<file path="src/rtl/sort_7_stream_ctrl_pkg.sv">
// Shared types for the 7-word stream sorter: word type, pad value, FSM states,
// and the compare-exchange schedule of the 16-comparator / depth-6 network.
package sort_pkg;

  localparam int SORT_N = 7;
  localparam int NUM_CE = 16;

  typedef logic [31:0] data_t;
  typedef data_t [SORT_N-1:0] batch_t;

  localparam data_t PAD_VALUE = '1;

  typedef enum logic [1:0] {
    FILL  = 2'd0,
    SORT  = 2'd1,
    DRAIN = 2'd2
  } sort_state_t;

  // {lo, hi} slot pair for comparator k; layers are listed in order so applying
  // them one after another is equivalent to the parallel network.
  function automatic logic [5:0] ce_pair(input int k);
    case (k)
      0:       ce_pair = {3'd0, 3'd6};
      1:       ce_pair = {3'd2, 3'd3};
      2:       ce_pair = {3'd4, 3'd5};
      3:       ce_pair = {3'd0, 3'd2};
      4:       ce_pair = {3'd1, 3'd4};
      5:       ce_pair = {3'd3, 3'd6};
      6:       ce_pair = {3'd0, 3'd1};
      7:       ce_pair = {3'd2, 3'd5};
      8:       ce_pair = {3'd3, 3'd4};
      9:       ce_pair = {3'd1, 3'd2};
      10:      ce_pair = {3'd4, 3'd6};
      11:      ce_pair = {3'd2, 3'd3};
      12:      ce_pair = {3'd4, 3'd5};
      13:      ce_pair = {3'd1, 3'd2};
      14:      ce_pair = {3'd3, 3'd4};
      15:      ce_pair = {3'd5, 3'd6};
      default: ce_pair = {3'd0, 3'd0};
    endcase
  endfunction

endpackage

</file>
<file path="src/rtl/sort_7_stream_ctrl_if.sv">
// Valid/ready word stream with an end-of-batch marker.
// master drives valid/data/last, slave drives ready.
interface sort_7_stream_ctrl_if #(
  parameter int W = 32
) ();

  logic         valid;
  logic         ready;
  logic [W-1:0] data;
  logic         last;

  modport master (output valid, output data, output last, input ready);
  modport slave  (input valid, input data, input last, output ready);

endinterface

</file>
<file path="src/rtl/sort_7_stream_ctrl_sorter.sv">
// 7-input combinational sorting network (16 compare-exchange, depth 6), ascending unsigned.
// Zero latency, no flow control: outputs follow inputs within the cycle.
module sort_7_16_6
  import sort_pkg::*;
(
  input  batch_t data_i,
  output batch_t data_o
);

  logic [5:0] pair_c;
  logic [2:0] lo_c;
  logic [2:0] hi_c;
  data_t      tmp_c;

  always_comb begin
    data_o = data_i;
    pair_c = '0;
    lo_c   = '0;
    hi_c   = '0;
    tmp_c  = '0;
    for (int k = 0; k < NUM_CE; k++) begin
      pair_c = ce_pair(k);
      lo_c   = pair_c[5:3];
      hi_c   = pair_c[2:0];
      if (data_o[lo_c] > data_o[hi_c]) begin
        tmp_c        = data_o[lo_c];
        data_o[lo_c] = data_o[hi_c];
        data_o[hi_c] = tmp_c;
      end
    end
  end

endmodule

</file>
<file path="src/rtl/sort_7_stream_ctrl.sv">
// Gathers up to 7 words, sorts them, replays ascending; out_valid 1+SORT_LATENCY cycles
// after the closing accept. Input stalls (ready=0) during SORT/DRAIN; output honours out_ready.
module sort_7_stream_ctrl
  import sort_pkg::*;
#(
  parameter int N            = SORT_N,
  parameter int W            = 32,
  parameter int SORT_LATENCY = 0
) (
  input  logic                 clk,
  input  logic                 rst_n,
  sort_7_stream_ctrl_if.slave  in_if,
  sort_7_stream_ctrl_if.master out_if,
  output logic                 busy_o,
  output logic [15:0]          batch_cnt_o
);

  localparam int                 IDX_W    = $clog2(N);
  localparam logic [IDX_W-1:0]   LAST_IDX = IDX_W'(N - 1);
  localparam logic [3:0]         LAT_INIT = 4'(SORT_LATENCY);

  sort_state_t      state_q, state_d;
  batch_t           slot_q;
  batch_t           out_buf_q;
  batch_t           sorted_c;
  logic [IDX_W-1:0] wr_idx_q;
  logic [IDX_W-1:0] rd_idx_q;
  logic [IDX_W-1:0] count_q;
  logic [3:0]       lat_q;
  logic [15:0]      batch_cnt_q;

  logic in_rdy_c;
  logic out_vld_c;
  logic busy_c;
  logic out_last_c;
  logic in_hs;
  logic close_batch;
  logic out_hs;
  logic drain_done;

  sort_7_16_6 u_sorter (
    .data_i (slot_q),
    .data_o (sorted_c)
  );

  always_ff @(posedge clk or negedge rst_n) begin
    if (!rst_n) begin
      state_q <= FILL;
    end else begin
      state_q <= state_d;
    end
  end

  always_comb begin
    state_d = state_q;
    case (state_q)
      FILL:    if (close_batch)   state_d = SORT;
      SORT:    if (lat_q == 4'd0) state_d = DRAIN;
      DRAIN:   if (drain_done)    state_d = FILL;
      default:                    state_d = FILL;
    endcase
  end

  // in_ready is gated by rst_n so it stays low for the whole reset pulse.
  always_comb begin
    in_rdy_c  = 1'b0;
    out_vld_c = 1'b0;
    busy_c    = 1'b0;
    case (state_q)
      FILL:    in_rdy_c = rst_n;
      SORT:    busy_c   = 1'b1;
      DRAIN: begin
        out_vld_c = 1'b1;
        busy_c    = 1'b1;
      end
      default: ;
    endcase
  end

  assign in_hs       = in_if.valid & in_rdy_c;
  assign close_batch = in_hs & ((wr_idx_q == LAST_IDX) | in_if.last);
  assign out_last_c  = (rd_idx_q == (count_q - IDX_W'(1)));
  assign out_hs      = out_vld_c & out_if.ready;
  assign drain_done  = out_hs & out_last_c;

  always_ff @(posedge clk or negedge rst_n) begin
    if (!rst_n) begin
      slot_q      <= '0;
      out_buf_q   <= '0;
      wr_idx_q    <= '0;
      rd_idx_q    <= '0;
      count_q     <= '0;
      lat_q       <= '0;
      batch_cnt_q <= '0;
    end else begin
      if (in_hs) begin
        slot_q[wr_idx_q] <= data_t'(in_if.data);
        wr_idx_q         <= close_batch ? '0 : wr_idx_q + IDX_W'(1);
      end
      // Unused slots get PAD so they sort above every real word and are never replayed.
      if (close_batch) begin
        count_q <= wr_idx_q + IDX_W'(1);
        lat_q   <= LAT_INIT;
        for (int i = 0; i < N; i++) begin
          if (IDX_W'(i) > wr_idx_q) slot_q[i] <= PAD_VALUE;
        end
      end
      if (state_q == SORT) begin
        if (lat_q == 4'd0) begin
          out_buf_q <= sorted_c;
          rd_idx_q  <= '0;
        end else begin
          lat_q <= lat_q - 4'd1;
        end
      end
      if (out_hs) rd_idx_q <= rd_idx_q + IDX_W'(1);
      if (drain_done) batch_cnt_q <= batch_cnt_q + 16'd1;
    end
  end

  assign in_if.ready  = in_rdy_c;
  assign out_if.valid = out_vld_c;
  assign out_if.data  = out_vld_c ? W'(out_buf_q[rd_idx_q]) : '0;
  assign out_if.last  = out_vld_c & out_last_c;
  assign busy_o       = busy_c;
  assign batch_cnt_o  = batch_cnt_q;

endmodule

</file>
<file path="src/flat_wrapper.sv">
// flat-port wrapper written by rule: the top's interface ports become plain ports
module sort_7_stream_ctrl_flat import sort_pkg::*;
#(
  parameter int N            = SORT_N,
  parameter int W            = 32,
  parameter int SORT_LATENCY = 0
)
  (clk, rst_n, busy_o, batch_cnt_o, in_if_valid, in_if_data, in_if_last, in_if_ready, out_if_valid, out_if_data, out_if_last, out_if_ready);
  sort_7_stream_ctrl_if #(.W(W)) in_if_i ();
  sort_7_stream_ctrl_if #(.W(W)) out_if_i ();
  input  logic clk;
  input  logic rst_n;
  output logic busy_o;
  output logic [15:0] batch_cnt_o;
  input wire logic [$bits(in_if_i.valid)-1:0] in_if_valid;
  input wire logic [$bits(in_if_i.data)-1:0] in_if_data;
  input wire logic [$bits(in_if_i.last)-1:0] in_if_last;
  output wire logic [$bits(in_if_i.ready)-1:0] in_if_ready;
  output wire logic [$bits(out_if_i.valid)-1:0] out_if_valid;
  output wire logic [$bits(out_if_i.data)-1:0] out_if_data;
  output wire logic [$bits(out_if_i.last)-1:0] out_if_last;
  input wire logic [$bits(out_if_i.ready)-1:0] out_if_ready;
  assign in_if_i.valid = in_if_valid;
  assign in_if_i.data = in_if_data;
  assign in_if_i.last = in_if_last;
  assign in_if_ready = in_if_i.ready;
  assign out_if_valid = out_if_i.valid;
  assign out_if_data = out_if_i.data;
  assign out_if_last = out_if_i.last;
  assign out_if_i.ready = out_if_ready;
  sort_7_stream_ctrl #(.N(N), .W(W), .SORT_LATENCY(SORT_LATENCY)) u_core (.clk(clk), .rst_n(rst_n), .in_if(in_if_i), .out_if(out_if_i), .busy_o(busy_o), .batch_cnt_o(batch_cnt_o));
endmodule
</file>
<file path="config.mk">
export PLATFORM = sky130hd
export DESIGN_NAME = sort_7_stream_ctrl_flat
export DESIGN_NICKNAME = d
export VERILOG_FILES = /design/src/rtl/sort_7_stream_ctrl_pkg.sv /design/src/rtl/sort_7_stream_ctrl_if.sv /design/src/rtl/sort_7_stream_ctrl_sorter.sv /design/src/rtl/sort_7_stream_ctrl.sv /design/src/flat_wrapper.sv
export SDC_FILE = /design/constraint.sdc
export NUM_CORES = 2
export LEC_CHECK = 0
export BUFFER_PORTS_ARGS = -buffer_cell sky130_fd_sc_hd__buf_4
export CELL_PAD_IN_SITES_DETAIL_PLACEMENT = 1
export CELL_PAD_IN_SITES_GLOBAL_PLACEMENT = 2
export CORE_UTILIZATION = 25
export DETAILED_ROUTE_END_ITERATION = 12
export GPL_ROUTABILITY_DRIVEN = 0
export HOLD_SLACK_MARGIN = 0.08
export PLACE_DENSITY_LB_ADDON = 0.3
export SLEW_MARGIN = 30
export SYNTH_ARGS = -nofsm -noshare
export SYNTH_HDL_FRONTEND = slang
export SYNTH_SLANG_ARGS = --single-unit
</file>
<file path="constraint.sdc">
create_clock -name clk -period 36.4 [get_ports clk]
set_input_delay 7.28 -clock clk [delete_from_list [all_inputs] [get_ports clk]]
set_output_delay 7.28 -clock clk [all_outputs]
set_load 0.02 [all_outputs]
</file>
==> metrics.csv <==
metric,value,unit
dieHeight,417,um
wire_per_inst,25.2,um
fin_nets,5722,
cts_buffer_depth,3,
rows,152,
crit_family,compound AO/OA/AOI/OAI gates,
grt_overflow_total,0,
cpMaxStageDelayCell,buf_4,
syn_area,0.0431,mm^2
drt.antenna.violating_nets,0,
synth-edff-count,0,
fin_util,28.2,%
drc,0,
placed_cell_area,0.0461,mm^2
grt_pass1_vias,39089,
cts_num_sinks,479,
clockRootBuffer,clkbuf_16,
max_freq,43.8,MHz
postCtsSetupRepairBufs,0,
ys_types,82,
vias_per_cell,5.22,
finalHoldViolations,0,
ys_seq_elements,479,
yosys-top-cells-area,"dfrtp_1 28%, ha_1 15%, mux2i_1 8.1%",
worst_ep_arrival_time,23.39,ns
clk_latency,0.69,ns
first_iter_violations,2766,
grt_antenna_before_repair,11,
wl,190000,um
htreeDepth,3,
cp_max_fo,71,
dp.final_hpwl,152000,um
start_kind,flip-flop,
clk_pin_slew_worst_paths,0.06,ns
avgSynthCellArea,8.21,um^2
grt_pass1_wl,277000,um
io_buffers,88,
cap_violations,0,
path_class,flip-flop to flip-flop,
grtUsageTotal,21.6,%
grt_max_degree,95,
cts_hold_buf,0,
syn_to_final_growth,12.2,%
die_area,0.174,mm^2
setup-violations-final,0,
design.portCount,89,
synth_warnings,0,
design_area,0.0483,mm^2
crit_top_cell,a21oi_1,
dr.pass1.iters,5,
drive_above_1_share,9.94,%
die_x,417,um
worst_pin_slew,1.11,ns
status,completed,
synthesis.nets,5797,
cp-end-kind,flip-flop,
cp.required,36.97,ns
postSynthCellCount,5249,
period_needed,22.83,ns
mostFrequentLayoutCells,"683 x nand2_1, 510 x ha_1, 495 x inv_1, 476 x dfrtp_1, 417 x a21oi_1",
maxSlewViolCount,0,
vias,39299,
rsz0062_at_grt,no,
slowest_delay,0.73,ns
seq_area_frac_synth,27.8,%
period_share,62.7,%
numCtsBuffers,69,
yosysTopAreaCell,dfrtp_1,
cts_tree,yes,
netlist.area_leader.share,27.8,%
holdCritPathClass,flip-flop to flip-flop,
clock_skew,0.0313,ns
async_flop_share,100,%
synth_ff_type,dfrtp_1,
final_common_cell,nand2_1,
fin_setup_tns,0,ns
path_buf_inv,12,
start_util,25.2,%
max_slew_margin,25.3,%
core,0.171,mm^2
ctsResizeCount,0,
[kinds of logic after synthesis]
| family | after synthesis | share of synthesized area, % |
|---|---|---|
| adder cells (fa/ha/maj) | 514 | 14.9 |
| XOR/XNOR | 27 | 0.549 |
| flip-flops | 479 | 27.8 |
| multiplexers | 554 | 14.3 |
| buffers and inverters | 789 | 7.10 |
| AO/OA/AOI/OAI | 1390 | 20.4 |
| AND/OR/NAND/NOR | 1496 | 14.9 |
[state kept, by name (all words and copies together), names as in the netlist, named ones only]
| register | flops |
|---|---|
| u_core.out_buf_q | 224 |
| u_core.batch_cnt_o | 16 |
| u_core.rd_idx_q | 3 |
| u_core.state_q | 2 |
| u_core.lat_q | 4 |
| u_core.slot_q | 192 |
| u_core.count_q | 3 |
| u_core.wr_idx_q | 3 |
[final timing paths]
kind                                           start                    end  slack [ns]  depth (start not counted)
worst max-delay path                       flip-flop  u_core.out_buf_q[157]       13.57                         84
worst min-delay path            u_core.out_buf_q[29]   u_core.out_buf_q[29]        0.48                          2
worst max register to register             flip-flop  u_core.out_buf_q[157]       13.57                         84
worst min register to register  u_core.out_buf_q[29]   u_core.out_buf_q[29]        0.48                          2
max in group asynchronous                      rst_n     u_core.rd_idx_q[0]       26.72                          6
min in group asynchronous                      rst_n     u_core.slot_q[122]        6.46                          1
[final cells by class]
type	instances	area (um^2)
antenna	2	5.00
clock buffer	95	1950
clock inverter	24	283
fill	20292	123000
inverter	495	1860
multi-input combinational	3981	28200
sequential	479	12000
tap	2310	2890
timing repair buffer	148	1150
[through the flow]
stage | instances | setup slack (ns) | hold slack (ns)
finish | 7534 | 13.57 | 0.478
global route | 7533 | 12.12 | 0.504
CTS | 7532 | 13.59 | 0.483
detailed placement | 7413 | 13.66 | 0.470
global placement | 7412 | 13.82 | 0.457
floorplan | 5249 | 19.54 | 0.445
[worst register-to-register path, delay by kind of cell, from the launching register on]
kind	cells	cell delay, ns
AO/OA/AOI/OAI	41	8.74
AND/OR/NAND/NOR	23	5.97
buffers and inverters	12	4.86
adder cells (fa/ha/maj)	6	1.90
multiplexers	2	0.80
flip-flops	1	0.41
[metal layers]
layer  part of all wire (%)  wire length (um)  GRT usage, %  vias up
met5                      0                 0             0        -
met4                    1.7              3320          4.02        0
met1                     52             99300          33.1    19997
li1                       -                 -             -    18468
met3                    3.9              7500          2.72      158
met2                     42             80000          32.0      676
[synthesized netlist by cell type (all sizes together) (35+ instances only)]
cell	number
mux2	172
nand4	95
dfrtp	479
mux2i	350
a21o	131
inv	495
clkbuf	203
a22oi	61
ha	511
o21a	43
a21oi	419
buf	91
nand2	687
a221o	61
o21ai	394
o211ai	139
nor2	422
nand3	137
o211a	35
Power is left out: the tool's default activity adds up to more than one toggle a clock period on the data nets, which glitch-free logic cannot reach.
